[src/rtl/ipa_pkg.sv]
// Shared types and constants for the input port adapter.
package ipa_pkg;

  typedef enum logic [1:0] {
    IDLE,
    DATA,
    STOP
  } rx_state_e;

  typedef enum logic {
    PH_LO,
    PH_HI
  } phase_e;

  localparam int unsigned DATA_BITS = 8;
  localparam int unsigned WORD_W    = 16;
  localparam logic        START_BIT = 1'b0;
  localparam logic        STOP_BIT  = 1'b1;

  typedef logic [DATA_BITS-1:0] byte_t;
  typedef logic [WORD_W-1:0]    word_t;

  function automatic word_t pack_word(input byte_t hi, input byte_t lo);
    return {hi, lo};
  endfunction

endpackage

[src/rtl/ipa_if.sv]
// Bus side of the adapter: master holds cyc_i, adapter returns ack_o/dat_o.
interface ipa_if;
  import ipa_pkg::*;

  logic  cyc_i;
  logic  ack_o;
  word_t dat_o;

  modport slave  (input cyc_i, output ack_o, output dat_o);
  modport master (output cyc_i, input ack_o, input dat_o);

endinterface

[src/rtl/ipa_rx.sv]
// Strobed serial receiver: synchronisers, strobe edge detect and frame FSM.
module ipa_rx
  import ipa_pkg::*;
(
  input  logic  clk_i,
  input  logic  reset_i,
  input  logic  txd_i,
  input  logic  txc_i,
  output logic  byte_done_o,
  output byte_t byte_o
);

  localparam logic [3:0] LAST_BIT = 4'(DATA_BITS - 1);

  logic      txd_s1_q, txd_s2_q, txc_s1_q, txc_s2_q;
  rx_state_e state_q, state_d;
  logic [3:0] cnt_q, cnt_d;
  byte_t     shift_q, shift_d;
  logic      done_q, done_d;
  byte_t     byte_q, byte_d;
  logic      bit_evt, bit_val;

  always_ff @(posedge clk_i or negedge reset_i) begin
    if (!reset_i) begin
      txd_s1_q <= 1'b1;
      txd_s2_q <= 1'b1;
      txc_s1_q <= 1'b0;
      txc_s2_q <= 1'b0;
    end else begin
      txd_s1_q <= txd_i;
      txd_s2_q <= txd_s1_q;
      txc_s1_q <= txc_i;
      txc_s2_q <= txc_s1_q;
    end
  end

  // Data is taken from the first stage so it lines up with the strobe edge.
  assign bit_evt = txc_s1_q & ~txc_s2_q;
  assign bit_val = txd_s1_q;

  always_ff @(posedge clk_i or negedge reset_i) begin
    if (!reset_i) begin
      state_q <= IDLE;
    end else begin
      state_q <= state_d;
    end
  end

  always_comb begin
    state_d = state_q;
    if (bit_evt) begin
      unique case (state_q)
        IDLE:    if (bit_val == START_BIT) state_d = DATA;
        DATA:    if (cnt_q == LAST_BIT) state_d = STOP;
        STOP:    state_d = IDLE;
        default: state_d = IDLE;
      endcase
    end
  end

  always_comb begin
    cnt_d   = cnt_q;
    shift_d = shift_q;
    done_d  = 1'b0;
    byte_d  = byte_q;
    if (bit_evt) begin
      unique case (state_q)
        IDLE: cnt_d = '0;
        DATA: begin
          shift_d = {bit_val, shift_q[DATA_BITS-1:1]};
          cnt_d   = cnt_q + 4'd1;
        end
        STOP: begin
          if (bit_val == STOP_BIT) begin
            done_d = 1'b1;
            byte_d = shift_q;
          end
        end
        default: cnt_d = '0;
      endcase
    end
  end

  always_ff @(posedge clk_i or negedge reset_i) begin
    if (!reset_i) begin
      cnt_q   <= '0;
      shift_q <= '0;
      done_q  <= 1'b0;
      byte_q  <= '0;
    end else begin
      cnt_q   <= cnt_d;
      shift_q <= shift_d;
      done_q  <= done_d;
      byte_q  <= byte_d;
    end
  end

  assign byte_done_o = done_q;
  assign byte_o      = byte_q;

endmodule

[src/rtl/ipa.sv]
// Input port adapter: packs received byte pairs into words for a bus master.
module ipa
  import ipa_pkg::*;
(
  input  logic     clk_i,
  input  logic     reset_i,
  input  logic     txd_i,
  input  logic     txc_i,
  ipa_if.slave     bus
);

  logic   byte_done;
  byte_t  rx_byte;
  phase_e phase_q, phase_d;
  byte_t  lo_q, lo_d;
  logic   word_done;
  word_t  word;
  logic   ack_q, ack_d;
  word_t  dat_q, dat_d;

  ipa_rx u_rx (
    .clk_i       (clk_i),
    .reset_i     (reset_i),
    .txd_i       (txd_i),
    .txc_i       (txc_i),
    .byte_done_o (byte_done),
    .byte_o      (rx_byte)
  );

  assign word_done = byte_done & bus.cyc_i & (phase_q == PH_HI);
  assign word      = pack_word(rx_byte, lo_q);

  // Dropping cyc_i abandons any half-built word; bytes arriving then are lost.
  always_comb begin
    phase_d = phase_q;
    lo_d    = lo_q;
    if (!bus.cyc_i) begin
      phase_d = PH_LO;
    end else if (byte_done) begin
      if (phase_q == PH_LO) begin
        lo_d    = rx_byte;
        phase_d = PH_HI;
      end else begin
        phase_d = PH_LO;
      end
    end
  end

  always_comb begin
    ack_d = word_done & bus.cyc_i;
    dat_d = ack_d ? word : '0;
  end

  always_ff @(posedge clk_i or negedge reset_i) begin
    if (!reset_i) begin
      phase_q <= PH_LO;
      lo_q    <= '0;
      ack_q   <= 1'b0;
      dat_q   <= '0;
    end else begin
      phase_q <= phase_d;
      lo_q    <= lo_d;
      ack_q   <= ack_d;
      dat_q   <= dat_d;
    end
  end

  assign bus.ack_o = ack_q;
  assign bus.dat_o = dat_q;

endmodule

[src/flat_wrapper.sv]
// flat-port wrapper written by rule: the top's interface ports become plain ports
module ipa_flat import ipa_pkg::*;
  (clk_i, reset_i, txd_i, txc_i, bus_cyc_i, bus_ack_o, bus_dat_o);
  ipa_if bus_i ();
  input  logic clk_i;
  input  logic reset_i;
  input  logic txd_i;
  input  logic txc_i;
  input wire logic [$bits(bus_i.cyc_i)-1:0] bus_cyc_i;
  output wire logic [$bits(bus_i.ack_o)-1:0] bus_ack_o;
  output wire logic [$bits(bus_i.dat_o)-1:0] bus_dat_o;
  assign bus_i.cyc_i = bus_cyc_i;
  assign bus_ack_o = bus_i.ack_o;
  assign bus_dat_o = bus_i.dat_o;
  ipa u_core (.clk_i(clk_i), .reset_i(reset_i), .txd_i(txd_i), .txc_i(txc_i), .bus(bus_i));
endmodule
[config.mk]
export PLATFORM = sky130hd
export DESIGN_NAME = ipa_flat
export DESIGN_NICKNAME = d
export VERILOG_FILES = /design/src/rtl/ipa_pkg.sv /design/src/rtl/ipa_if.sv /design/src/rtl/ipa_rx.sv /design/src/rtl/ipa.sv /design/src/flat_wrapper.sv
export SDC_FILE = /design/constraint.sdc
export NUM_CORES = 1
export LEC_CHECK = 0
export BUFFER_PORTS_ARGS = -buffer_cell sky130_fd_sc_hd__buf_2
export CAP_MARGIN = 20
export CORE_ASPECT_RATIO = 0.8
export CORE_MARGIN = 4
export CORE_UTILIZATION = 40
export CTS_BUF_LIST = sky130_fd_sc_hd__clkbuf_4 sky130_fd_sc_hd__clkbuf_8 sky130_fd_sc_hd__clkbuf_16
export DETAILED_ROUTE_END_ITERATION = 8
export PLACE_DENSITY = 0.62
export SLEW_MARGIN = 20
export SYNTH_ARGS = -nofsm -noshare
export SYNTH_HDL_FRONTEND = slang
export SYNTH_SLANG_ARGS = --single-unit
[constraint.sdc]
create_clock -name clk_i -period 2.4 [get_ports clk_i]
set_input_delay 0.24 -clock clk_i [delete_from_list [all_inputs] [get_ports clk_i]]
set_output_delay 0.24 -clock clk_i [all_outputs]
set_load 0.05 [all_outputs]
==> results of run 1 <==
## repair_timing
item | 4_1_cts | 5_1_grt
hold endpoints to repair | 17 | 0
gates resized for setup | 0 | 0
hold buffers | 1 | 0
setup buffers | 0 | 0
## worst max-delay path by stage
stage	cells after the start	slack [ns]	from	end
2_1_floorplan	4	1.14	u_core.u_rx.txc_s1_q$_DFF_PN0_	u_core.u_rx.shift_q[1]$_DFFE_PN0P_
3_3_place_gp	3	0.97	u_core.u_rx.txc_s1_q$_DFF_PN0_	u_core.u_rx.shift_q[1]$_DFFE_PN0P_
3_5_place_dp	3	0.91	u_core.u_rx.txc_s1_q$_DFF_PN0_	u_core.u_rx.shift_q[7]$_DFFE_PN0P_
4_1_cts	3	0.89	u_core.u_rx.txc_s1_q$_DFF_PN0_	u_core.u_rx.shift_q[7]$_DFFE_PN0P_
5_1_grt	3	0.84	u_core.u_rx.txc_s1_q$_DFF_PN0_	u_core.u_rx.shift_q[7]$_DFFE_PN0P_
6_report	3	0.92	u_core.u_rx.txc_s1_q$_DFF_PN0_	u_core.u_rx.shift_q[7]$_DFFE_PN0P_
## cells in the final DEF, fill, tap and decap left out, drive strengths merged
cell type / synthesis / routed
dfrtp: 51 / 51
mux2: 24 / 24
buf: 2 / 22
and2: 17 / 17
o21ai: 7 / 7
clkbuf: 1 / 5
nand2: 4 / 4
nand3: 4 / 4
and2b: 2 / 2
nand3b: 2 / 2
clkinv: 0 / 2
nor2b: 2 / 2
and3: 1 / 1
inv: 1 / 1
xor2: 1 / 1
nand2b: 1 / 1
nor4: 1 / 1
a221o: 1 / 1
nor4bb: 1 / 1
o311ai: 1 / 1
ha: 1 / 1
bufinv: 0 / 1
dlygate4sd3: 0 / 1
dfstp: 1 / 1
## power by group through the flow
stage               Clock [W]  Sequential (W)  Combinational (W)
floorplan                   0         0.00102           0.000116
global placement            0         0.00104           0.000143
detailed placement          0         0.00104           0.000150
CTS                  0.000616         0.00103           0.000152
global route         0.000656         0.00104           0.000169
finish               0.000597         0.00103           0.000148
## metal layers
| metal | track usage [%] | share of wire, % | vias to the layer above |
|---|---|---|---|
| met4 | 4.75 | 1.6 | 0 |
| li1 | - | - | 487 |
| met1 | 13.7 | 45 | 496 |
| met2 | 16.5 | 47 | 30 |
| met5 | 0 | 0 | - |
| met3 | 3.68 | 6.4 | 6 |
## layout make-up
| cell class | instances | area share, % |
|---|---|---|
| inverters | 1 | 0.171 |
| clock buffers | 5 | 3.13 |
| well taps | 60 | 3.41 |
| flip-flops and latches | 52 | 59.2 |
| repair buffers | 23 | 5.57 |
| clock inverters | 3 | 2.16 |
| multi-input cells | 70 | 26.4 |
## kinds of logic (layout without fill, tap and decap cells)
group,after synthesis,after routing,synth area share (%)
mux,24,24,14.2
buf+inv,4,32,1.25
xor+xnor,1,1,0.459
flops,52,52,68.3
compound gates,9,9,2.82
simple gates,35,35,12.3
fa+ha+maj,1,1,0.656
## worst reg2reg max path, stage by stage (launching register included)
cell	delay (ns)
dfrtp_1	0.41
and2b_2	0.24
nand2_1	0.33
mux2_2	0.39
## state kept, by name (all words and copies together), names as in the netlist
signal,flops
u_core.phase_q,1
u_core.u_rx.byte_done_o,1
u_core.u_rx.shift_q,8
u_core.u_rx.cnt_q,4
u_core.u_rx.txc_s1_q,1
u_core.bus.dat_o,16
u_core.bus.ack_o,1
u_core.u_rx.byte_o,8
u_core.u_rx.txc_s2_q,1
u_core.u_rx.bit_val,1
u_core.u_rx.state_q,2
u_core.lo_q,8
## through the flow
step           power [W]  setup slack (ns)  cell area, sq um  instances
6_report         0.00177             0.918              2200        214
5_1_grt          0.00187             0.840              2200        214
4_1_cts          0.00180             0.886              2200        214
3_5_place_dp     0.00119             0.911              2070        205
3_3_place_gp     0.00118             0.969              2070        205
2_1_floorplan    0.00114              1.14              1910        126
==> impl_metrics.json, run 1 <==
{
  "yosys.area.top_type": "dfrtp_1",
  "coreArea_sq_um": 4600,
  "cpLargestDelayFamily": "simple AND/OR/NAND/NOR gates",
  "setup-tns-final_ns": 0,
  "drive_gt1_share_pct": 38.3,
  "max_stage_delay_ns": 0.41,
  "p_sw_w": 0.000413,
  "end_kind": "flop",
  "power_frac_comb_pct": 8.4,
  "drc": 0,
  "netSwitchingFraction_pct": 23.3,
  "drv_slew": 0,
  "cpMaxStageDelayCell": "dfrtp_1",
  "clkPwrFrac_pct": 33.7,
  "grtUsageTotal_pct": 10.7,
  "cp_data_arrival_time_ns": 1.67,
  "fillers": 402,
  "yosysSeqAreaShare_pct": 68.3,
  "setup_viol": 0,
  "post-route-period-util_pct": 61.7,
  "clock_latency_ns": 0.30,
  "drtIter0Drc": 23,
  "regArea_sq_um": 1300,
  "synth_area_per_cell_sq_um": 15.1,
  "critPathBufInv": 0,
  "synth_nets": 132,
  "power_frac_seq_pct": 57.9,
  "rsz0062_at_grt": "false",
  "drtAntennaViolNets": 0,
  "timing.fmax_mhz": 675,
  "timing.final.hold_violations": 0,
  "synth_area_leaders": "dfrtp_1 67%, mux2_2 14%, and2_1 5.6%",
  "numCtsBuffers": 5,
  "synth_top_area_share_pct": 66.9,
  "synthArstFlopShare_pct": 100,
  "internal_power_w": 0.00136,
  "synthTopCellsByCount": "51 x dfrtp_1, 24 x mux2_2, 17 x and2_1, 7 x o21ai_0, 4 x nand2_1",
  "port_buffers": 21,
  "die_width_um": 85.2,
  "tightest_slew_ns": 0.481,
  "ir_worst_vdd_uv": 401,
  "cts_max_level": 2,
  "yosysMostFrequentCell": "dfrtp_1",
  "area_growth_pct": 15.4,
  "gp_congestion": 0.821,
  "wl_per_cell_um": 13.2,
  "critical_path_class": "reg2reg",
  "r2r_start": "u_core.u_rx.txc_s1_q$_DFF_PN0_",
  "grt_pass1_wl_mm": 5.06,
  "multiInputGateArea_sq_um": 581,
  "min_to": "u_core.u_rx.bit_val$_DFF_PN1_",
  "synth_edf_count": 0,
  "insertedDiodeCount": 0,
  "grt_pass1_vias": 1065,
  "drt_pass1_iterations": 4,
  "clock_sinks": 52,
  "cts_buffer_depth": 2,
  "drv_cap": 0,
  "root_buffer": "clkbuf_8",
  "routed_wl_mm": 2.83,
  "synth_seq_cells": 52,
  "synth_cell_type_count": 24,
  "hold_depth": 1,
  "die_h_um": 69.8,
  "die_area_sq_um": 5940,
  "yosys_warnings": 0,
  "netlist_instances": 126,
  "hold_start": "txd_i",
  "place.detailed.hpwl_mm": 1.87,
  "grt-ovfl-total": 0,
  "p_leak_nw": 1.14,
  "cp_max_fo": 11,
  "path_cells": "and2b_2 > nand2_1 > mux2_2",
  "synthFlopType": "dfrtp_1",
  "vias_per_cell": 4.76,
  "reg2reg_depth": 3,
  "critPathLaunchType": "flop",
  "slew_headroom_pct": 67.9,
  "num_rows": 22,
  "hp-class": "in2reg",
  "holdWs_ns": 0.0308,
  "nets": 159,
  "initial_core_util_pct": 41.5,
  "regToRegSetupSlack_ns": 0.92,
  "fin_util_pct": 47.9,
  "outcome": "finished, final reports clean",
  "antenna_found_initial": 0,
  "vias": 1019,
  "crit_required_ns": 2.59,
  "grt_max_degree": 36,
  "synth_area_sq_um": 1910,
  "cts_tree": "done",
  "timing.rr.end": "u_core.u_rx.shift_q[7]$_DFFE_PN0P_",
  "fin_skew_ns": 0.00529,
  "cts.clk_slew.worst_paths_ns": 0.09,
  "period_needed_ns": 1.48,
  "powerDensity_nw_per_um2": 805,
  "io_pins": 22
}
(Power assumes the default switching activity.)
==> run 2, diff against run 1 <==
Settings changed: PLACE_DENSITY 0.62 to 0.64.
Clock period 2.4 ns to 1.33 ns, I/O delays scaled along.
==> run 2 against run 1 <==
Against the previous run: hold slack gained 0.053 ns; final area rose by 2.7%; fmax up 13%; non-clock buffer count rose by 6; critical path depth did not move; clock skew fell by 0.0015 ns; global-route usage is 0.21 points higher; flip-flop and latch count did not move; die area stayed put; critical endpoint is now u_core.u_rx.byte_o[5]$_DFFE_PN0P_.
==> impl_metrics.json, run 2 (synthesis gave the netlist of run 1 again) <==
{
  "grt_pass1_vias": 1120,
  "clock_sinks": 52,
  "outcome": "finished, final reports clean",
  "powerDensity_nw_per_um2": 1360,
  "p_sw_w": 0.000744,
  "drt_pass1_iterations": 4,
  "grt_max_degree": 53,
  "die_width_um": 85.2,
  "crit_required_ns": 1.52,
  "die_h_um": 69.8,
  "drv_slew": 0,
  "area_growth_pct": 18.5,
  "numCtsBuffers": 5,
  "fin_skew_ns": 0.00380,
  "critPathLaunchType": "flop",
  "cp_data_arrival_time_ns": 1.49,
  "vias": 1037,
  "internal_power_w": 0.00233,
  "drc": 0,
  "setup_viol": 0,
  "final_area_sq_um": 2260,
  "clkPwrFrac_pct": 29.9,
  "grtUsageTotal_pct": 10.9,
  "tightest_slew_ns": 0.426,
  "antenna_found_initial": 0,
  "place_ws_ns": 0.00623,
  "rsz0062_at_grt": "true",
  "drv_cap": 0,
  "insertedDiodeCount": 0,
  "cts_tree": "done",
  "drive_gt1_share_pct": 40.0,
  "nets": 165,
  "timing.final.hold_violations": 0,
  "place.detailed.hpwl_mm": 2.01,
  "wl_per_cell_um": 13.1,
  "place_area_sq_um": 2120,
  "finalWorstSetupSlack_ns": 0.0234,
  "drtAntennaViolNets": 0,
  "cts.clk_slew.worst_paths_ns": 0.09,
  "fillers": 389,
  "root_buffer": "clkbuf_8",
  "critical_path_class": "reg2reg",
  "stdcell_count": 220,
  "cp_max_fo": 9,
  "gp_congestion": 0.728,
  "hp-class": "in2reg",
  "timing.fmax_mhz": 765,
  "routed_wl_mm": 2.88,
  "ir_worst_vdd_uv": 776,
  "coreArea_sq_um": 4600,
  "slew_headroom_pct": 71.6,
  "netSwitchingFraction_pct": 24.2,
  "io_pins": 22,
  "power_frac_comb_pct": 9.7,
  "period_needed_ns": 1.31,
  "final_common_cell": "dfrtp_1",
  "num_rows": 22,
  "p_leak_nw": 1.16,
  "cts_buffer_depth": 2,
  "place_inst": 208,
  "post-route-period-util_pct": 98.2,
  "die_area_sq_um": 5940,
  "drtIter0Drc": 81,
  "grt_pass1_wl_mm": 5.15,
  "final_cell_mix": "51 x dfrtp_1, 24 x mux2_2, 21 x buf_2, 17 x and2_1, 7 x o21ai_0",
  "port_buffers": 21,
  "end_kind": "flop",
  "initial_core_util_pct": 41.5,
  "vias_per_cell": 4.71,
  "power_frac_seq_pct": 60.3,
  "largest_reg_flops": 16,
  "clock_latency_ns": 0.30,
  "grt-ovfl-total": 0,
  "cts_max_level": 2
}
-- run 2: cell types whose count changed in the layout (fill, tap and decap cells not counted) --
cell	delta
buf_12	+2
buf_4	+2
clkbuf_8	+1
dlygate4sd3_1	+2
clkinvlp_4	+2
bufinv_16	-1
clkinv_4	-2
nand2_1	-1
nand2_2	+1
-- run 2: critical path, stage by stage, from the launching register on --
cell     delay (ns)
dfrtp_1        0.44
and2b_2        0.26
nand3_4        0.14
mux2_2         0.36
-- run 2: worst paths after layout --
kind	start	to	slack [ns]	cells after the start
setup / recovery	u_core.u_rx.state_q[1]$_DFFE_PN0P_	u_core.u_rx.byte_o[5]$_DFFE_PN0P_	0.02	3
min in group asynchronous	reset_i	u_core.bus.dat_o[4]$_DFF_PN0_	0.34	3
hold / removal	bus_cyc_i	u_core.phase_q$_DFFE_PN0P_	0.08	2
max in group asynchronous	reset_i	u_core.u_rx.bit_val$_DFF_PN1_	0.71	3
hold reg to reg	u_core.lo_q[2]$_DFFE_PN0P_	u_core.bus.dat_o[2]$_DFF_PN0_	0.48	1
setup reg to reg	u_core.u_rx.state_q[1]$_DFFE_PN0P_	u_core.u_rx.byte_o[5]$_DFFE_PN0P_	0.02	3
-- run 2: per-stage QoR --
step / total power, W / setup TNS (ns) / hold WS, ns / util [%]
4_1_cts: 0.00311 / 0 / 0.0770 / 49.1
3_5_place_dp: 0.00218 / 0 / 0.142 / 46.2
5_1_grt: 0.00326 / -0.00188 / 0.0832 / 49.2
2_1_floorplan: 0.00205 / 0 / -0.163 / -
6_report: 0.00307 / 0 / 0.0841 / 49.2
3_3_place_gp: 0.00215 / 0 / 0.140 / 46.2
-- run 2: power by group through the flow --
stage          Combinational (W)  Clock, W  Sequential, W
2_1_floorplan           0.000209         0        0.00184
3_3_place_gp            0.000279         0        0.00187
3_5_place_dp            0.000296         0        0.00188
4_1_cts                 0.000308  0.000953        0.00185
5_1_grt                 0.000340   0.00105        0.00188
6_report                0.000299  0.000919        0.00185
-- run 2: repair_timing --
item,CTS,global route
gates resized for setup,0,1
buffers inserted,1,0
gates cloned,0,0
hold buffers,3,0
pin swaps,0,1
endpoints found under the setup margin,1,15
endpoints found under the hold margin,53,0
-- run 2: layout make-up --
| cell class | count | area [sq um] | area share [%] |
|---|---|---|---|
| flip-flops and latches | 52 | 1300 | 57.6 |
| inverters | 1 | 3.75 | 0.166 |
| clock inverters | 2 | 15.0 | 0.664 |
| clock buffers | 6 | 82.6 | 3.65 |
| repair buffers | 29 | 198 | 8.75 |
| well taps | 60 | 75.1 | 3.32 |
| multi-input cells | 70 | 583 | 25.8 |
-- run 2: per-layer routing --
layer	part of all wire, %	GRT usage, %	vias up
met5	0	0	-
met4	0.28	3.16	0
li1	-	-	499
met3	7.0	4.75	2
met2	47	17.2	23
met1	46	13.6	513
